File: src/rtl/eth_rx_frame_writer.sv
`default_nettype none
// ============================================================================
// Module   : eth_rx_frame_writer
// Purpose  : Writes one received Ethernet frame at a time into the 512x8 RX
//            buffer RAM, reports length/ready to the CPU and counts drops.
// Revision : 1.0  initial release
// ============================================================================
module eth_rx_frame_writer #(
  parameter int ADDR_W = 9,
  parameter int DEPTH  = 512,
  parameter int CNT_W  = 16
) (
  input  logic              clk,
  input  logic              reset_n,
  input  logic [7:0]        rx_data,
  input  logic              rx_valid,
  input  logic              rx_sop,
  input  logic              rx_eop,
  input  logic              rx_err,
  output logic [ADDR_W-1:0] ram_address,
  output logic              ram_chipselect,
  output logic              ram_write,
  output logic [7:0]        ram_writedata,
  output logic              frame_ready,
  output logic [ADDR_W:0]   frame_len,
  input  logic              frame_ack,
  output logic [CNT_W-1:0]  drop_cnt,
  input  logic              drop_clr
);

  localparam int LEN_W = ADDR_W + 1;
  localparam logic [LEN_W-1:0] C_DEPTH = LEN_W'(DEPTH);
  localparam logic [LEN_W-1:0] C_ONE   = LEN_W'(1);

  localparam logic [1:0] S_IDLE = 2'd0;
  localparam logic [1:0] S_RECV = 2'd1;
  localparam logic [1:0] S_DONE = 2'd2;
  localparam logic [1:0] S_DROP = 2'd3;

  logic [1:0]        state_q, state_d;
  logic              ret_done_q, ret_done_d;   // DROP returns to DONE
  logic [LEN_W-1:0]  count_q, count_d;         // bytes written this frame
  logic              ram_write_q, ram_write_d;
  logic [ADDR_W-1:0] ram_address_q, ram_address_d;
  logic [7:0]        ram_writedata_q, ram_writedata_d;
  logic              frame_ready_q, frame_ready_d;
  logic [LEN_W-1:0]  frame_len_q, frame_len_d;
  logic [CNT_W-1:0]  drop_cnt_q, drop_cnt_d;

  // Shared decode of the current byte
  logic       w_sop_v;
  logic       w_first;     // byte starts a new frame at address 0
  logic       w_next;      // byte continues the current frame
  logic       w_full;      // byte would overflow the buffer
  logic       w_take;
  logic [1:0] w_inc;
  logic [CNT_W:0] w_sum;

  assign w_sop_v = rx_valid & rx_sop;
  assign w_first = w_sop_v & ((state_q == S_IDLE) | (state_q == S_RECV) |
                              ((state_q == S_DONE) & frame_ack));
  assign w_next  = rx_valid & ~rx_sop & (state_q == S_RECV) & (count_q != C_DEPTH);
  assign w_full  = rx_valid & ~rx_sop & (state_q == S_RECV) & (count_q == C_DEPTH);
  assign w_take  = w_first | w_next;

  // Drops this cycle: an abort by a new SOP can coincide with an errored
  // single-byte replacement frame, hence a two-bit increment.
  assign w_inc = 2'(w_sop_v & (state_q == S_RECV))
               + 2'(w_take & rx_eop & rx_err)
               + 2'(w_full)
               + 2'(w_sop_v & (state_q == S_DONE) & ~frame_ack);
  assign w_sum = {1'b0, drop_cnt_q} + (CNT_W+1)'(w_inc);

  // State and datapath registers
  always_ff @(posedge clk) begin
    if (!reset_n) begin
      state_q         <= S_IDLE;
      ret_done_q      <= 1'b0;
      count_q         <= '0;
      ram_write_q     <= 1'b0;
      ram_address_q   <= '0;
      ram_writedata_q <= '0;
      frame_ready_q   <= 1'b0;
      frame_len_q     <= '0;
      drop_cnt_q      <= '0;
    end else begin
      state_q         <= state_d;
      ret_done_q      <= ret_done_d;
      count_q         <= count_d;
      ram_write_q     <= ram_write_d;
      ram_address_q   <= ram_address_d;
      ram_writedata_q <= ram_writedata_d;
      frame_ready_q   <= frame_ready_d;
      frame_len_q     <= frame_len_d;
      drop_cnt_q      <= drop_cnt_d;
    end
  end

  // Next-state, return target and byte counter
  always_comb begin
    state_d    = state_q;
    ret_done_d = ret_done_q;
    count_d    = count_q;
    if (w_first) begin
      count_d = C_ONE;
      state_d = rx_eop ? (rx_err ? S_IDLE : S_DONE) : S_RECV;
    end else begin
      case (state_q)
        S_RECV: begin
          if (w_full) begin
            state_d    = rx_eop ? S_IDLE : S_DROP;
            ret_done_d = 1'b0;
          end else if (w_next) begin
            count_d = count_q + C_ONE;
            if (rx_eop) state_d = rx_err ? S_IDLE : S_DONE;
          end
        end
        S_DONE: begin
          if (frame_ack) begin
            state_d = S_IDLE;
          end else if (w_sop_v && !rx_eop) begin
            state_d    = S_DROP;
            ret_done_d = 1'b1;
          end
        end
        S_DROP: begin
          if (frame_ack) ret_done_d = 1'b0;
          if (rx_valid && rx_eop) state_d = (ret_done_q && !frame_ack) ? S_DONE : S_IDLE;
        end
        default: ;
      endcase
    end
  end

  // RAM write, frame status and drop counter updates
  always_comb begin
    ram_write_d     = w_take;
    ram_address_d   = ram_address_q;
    ram_writedata_d = ram_writedata_q;
    frame_len_d     = frame_len_q;
    frame_ready_d   = 1'b0;
    if (w_take) begin
      ram_address_d   = w_first ? '0 : count_q[ADDR_W-1:0];
      ram_writedata_d = rx_data;
      if (rx_eop && !rx_err) frame_len_d = w_first ? C_ONE : count_q + C_ONE;
    end
    // Ready follows the held frame one cycle after its last write; an ack
    // clears it at once unless the same byte completes a 1-byte frame.
    case (state_q)
      S_DONE:  frame_ready_d = frame_ack ? (w_first & rx_eop & ~rx_err) : 1'b1;
      S_DROP:  frame_ready_d = ret_done_q & ~frame_ack;
      default: frame_ready_d = 1'b0;
    endcase
    if (drop_clr)         drop_cnt_d = '0;
    else if (w_sum[CNT_W]) drop_cnt_d = '1;
    else                  drop_cnt_d = w_sum[CNT_W-1:0];
  end

  assign ram_write      = ram_write_q;
  assign ram_chipselect = ram_write_q;
  assign ram_address    = ram_address_q;
  assign ram_writedata  = ram_writedata_q;
  assign frame_ready    = frame_ready_q;
  assign frame_len      = frame_len_q;
  assign drop_cnt       = drop_cnt_q;

endmodule
`default_nettype wire

File: config.mk
export PLATFORM = sky130hd
export DESIGN_NAME = eth_rx_frame_writer
export DESIGN_NICKNAME = d
export VERILOG_FILES = /design/src/rtl/eth_rx_frame_writer.sv
export SDC_FILE = /design/constraint.sdc
export NUM_CORES = 1
export LEC_CHECK = 0
export ABC_AREA = 1
export CORE_MARGIN = 2
export CORE_UTILIZATION = 50
export DETAILED_ROUTE_END_ITERATION = 8
export PLACE_DENSITY_LB_ADDON = 0.3
export SLEW_MARGIN = 20
export SYNTH_ARGS = -nofsm -noshare
export SYNTH_HDL_FRONTEND = slang
export SYNTH_SLANG_ARGS = --single-unit
File: constraint.sdc
create_clock -name clk -period 4.4 [get_ports clk]
set_input_delay 0.66 -clock clk [delete_from_list [all_inputs] [get_ports clk]]
set_output_delay 0.66 -clock clk [all_outputs]
set_load 0.05 [all_outputs]
==> key figures <==
Clock network
  – Post-CTS sizing: 0
  – Post-CTS Setup Bufs: 0
  – Worst-skew pair later-pin latency: 0.34 ns
  – Clock transition at path regs: 0.06 ns
  – CTS hold repair buffers: 0
  – H-tree Lvls: 3
  – CTS buffer count: 9
  – CTS Buffer Depth: 2
  – # clock sinks: just under 60
  – CTS root buffer: clkbuf_8
  – TritonCTS clock tree: yes

Setup path
  – R2r worst-path depth: 18
  – CP Depth: 17
  – CP max stage cell: fa_1
  – Critical Path, Cell by Cell: clkdlybuf4s50_1 -> nand2_1 -> nor2_4 -> nand3_4 -> fa_1 -> inv_1 -> ha_1 -> xnor2_1 -> fa_1 -> nand2_1 -> nor3_2 -> nand2_1 -> nor2_1 -> nand2_1 -> nand3_1 -> nand2_1 -> inv_1
  – Critical setup path kind: primary input to flop
  – Crit Path Max Fanout: 11
  – Setup slack, reg-to-reg: 0.67 ns
  – Crit path capture type: flop
  – Worst path required time: around 4.7 ns
  – CP startpoint kind: primary input
  – Crit path DAT: 4.21 ns
  – CP delay by family, top: simple AND/OR/NAND/NOR gates
  – CP max stage delay: 0.54 ns
  – Sum of buffers and inverters on the critical path: 3
  – Most frequent CP cell: nand2_1

Placed design
  – Buffers on Ports: 61
  – DP HPWL: 4770 um
  – Placer Congestion: 0.857
  – Place WS: between 0.15 and 0.2 ns
  – Dpl cell area: 3440 um^2

Pwr
  – Peak supply drop: about 0.27 mV
  – Cell Pwr Density: roughly 330 nW/um^2
  – Leak Pwr: 0.00141 uW

GRT
  – First-pass GRT wire length: roughly 11,000 um
  – GRT Total Usage: 0.224
  – Gr ovfl total: 0
  – Antenna violations before repair: 0
  – Largest net degree at the start of global routing: 24
  – Vias in the first global route: 2,525

Yosys
  – Compound-gate portion of the synthesized area: 0.135
  – Largest family of logic cells by synthesized area: simple AND/OR/NAND/NOR gates
  – Cell Area, Synth: 2820 um^2
  – Syn Nets: 407
  – Post-synthesis mux area share: 0
  – Register area share after synthesis: 0.412
  – Syn Area/Cell: ~7.3 um^2
  – Xor/xnor share of the synthesized area: 0.0435
  – Netlist cell types: 32
  – Yosys reg bits: between 50 and 60
  – Adder-cell area share of the yosys netlist: 0.0364
  – Synth Area in Simple Gates: 0.284
  – Syn Inst Count: 384
  – YS warnings: 0

Final layout
  – Number of antenna diodes: 0
  – Leading cell type in the layout, fill and taps excluded: nand2_1
  – Final instance area: 3650 um^2
  – Most frequent cells in the layout: 75 x nand2_1, 61 x clkdlybuf4s50_1, 58 x dfxtp_1, 55 x nor2_1, 38 x inv_1
  – # nets final: 468
  – Share of post-route cells with drive strength above 1: 0.0757
  – Area Growth Syn to Fin: 29.3%

Detailed routing
  – Antenna Violating Nets Remaining: 0
  – Total iterations of the first detailed-routing run: 4
  – Vias/cell: 5.17
  – Final WL: 6610 um
  – Routed len/inst: 12.7 um
  – Iter 0 DRT Violations: 158
  – DR vias: ~2,700
  – DRC violations left: 0

Floorplan
  – CORE AREA: 5470 um^2
  – I/O Pins: just over 60
  – Die Width: roughly 79 um
  – Starting density of the core: 0.515
  – FP Rows: 27
  – Die Area: 6260 um^2
  – Die Ht: 79.1 um

Timing
  – Fin worst setup slack: 0.481 ns
  – Fin. max-slew vios: 0
  – RSZ-0062 raised after global routing: no
  – Slew margin rel.: 0.537
  – Fin crit share: 0.891
  – Setup Viol. Count Final: 0
  – Crit path time final: 3.92 ns
  – Slew @ Worst Pin: roughly 0.7 ns
  – Fmax: 255 MHz
  – Final Hold Viols: 0
  – Setup TNS: 0 ns
  – Skew final: roughly 0.0065 ns

Hold path
  – Worst Hold Depth: 2
  – Worst min-delay path class: flop to flop

Flow run
  – Max-cap check violation count: 0

Run status
  – Outcome: complete, no violations
## sequential cells by signal (all words and copies together) (netlist names)
| signal | count |
|---|---|
| frame_len | 10 |
| ram_address | 9 |
| state_q | 2 |
| count_q | 10 |
| ram_chipselect | 1 |
| ram_writedata | 8 |
| ret_done_q | 1 |
| drop_cnt | 16 |
| frame_ready | 1 |
## Yosys cell counts
master,number,area share
a31oi_1,4,0.0089
nor3_2,1,0.0035
nor2_4,2,0.0080
nand3_1,19,0.034
nand2_1,75,0.10
nor2_1,55,0.073
o21ai_1,1,0.0018
a211oi_1,5,0.013
fa_1,2,0.014
nor3_1,8,0.014
buf_1,1,0.0013
o21ai_0,25,0.044
nand2_2,4,0.0089
inv_1,38,0.051
clkbuf_1,1,0.0013
xnor2_1,3,0.0093
nand3_4,1,0.0062
nand4_1,12,0.027
a21oi_2,2,0.0062
nand2_4,2,0.0080
buf_6,3,0.012
clkinv_1,1,0.0013
nor2_2,1,0.0022
dfxtp_1,58,0.41
buf_4,4,0.011
inv_2,5,0.0067
xor2_1,11,0.034
a21oi_1,30,0.053
buf_2,3,0.0053
o211ai_1,1,0.0027
a211oi_2,1,0.0044
ha_1,5,0.022
## worst register-to-register path, cell delays in order (launching register included)
cell and delay (ns):
dfxtp_1 0.34, inv_1 0.11, ha_1 0.15, nand3_1 0.09, nor2_2 0.24, nand3_4 0.11, fa_1 0.54, inv_1 0.04
ha_1 0.20, xnor2_1 0.29, fa_1 0.28, nand2_1 0.10, nor3_2 0.25, nand2_1 0.14, nor2_1 0.17, nand2_1 0.27
nand3_1 0.19, nand2_1 0.07, inv_1 0.08
## metrics by stage
stage | utilization | power [uW] | hold WS, ns | instances
5_1_grt | 0.666 | 1230 | 0.490 | 521
3_3_place_gp | 0.629 | 688 | 0.451 | 506
3_5_place_dp | 0.629 | 690 | 0.455 | 506
2_1_floorplan | - | 650 | 0.452 | 384
6_report | 0.666 | 1190 | 0.461 | 521
4_1_cts | 0.666 | 1200 | 0.464 | 521
## logic make-up (layout without fill, tap and decap cells)
group / Yosys count / count (layout)
and+or+nand+nor: 180 / 180
AOI/OAI and AO/OA: 69 / 69
DFF: 58 / 58
xor gates and xnor gates: 14 / 14
buffers and inverters: 56 / 121
adders and majority gates: 7 / 7
## metal layers
layer / wire [um] / part of all wire / global-route usage
met1: 2890 / 0.44 / 0.256
met2: 3240 / 0.49 / 0.381
met3: 389 / 0.059 / 0.0795
met4: 93 / 0.014 / 0.0914
met5: 0 / 0 / 0
## power by group
group	total (uW)	internal (uW)	switching, uW
sequential	548	538	10.0
combinational	132	45.0	86.6
clock	509	304	205
total	1190	887	302
## final timing paths
path                   from        endpoint
max                rx_valid    drop_cnt[14]
min reg2reg  ram_address[7]  ram_address[7]
min          ram_address[7]  ram_address[7]
max reg2reg      count_q[1]    drop_cnt[14]
## area by class of cell
cell class | instances | area, um^2
clock buffer | 13 | 169
clock inverter | 2 | 35.0
fill | 492 | 1830
inverter | 44 | 165
multi-input combinational | 270 | 1410
sequential | 58 | 1160
tap | 72 | 90.1
timing repair buffer | 62 | 618
(Power assumes the default switching activity.)
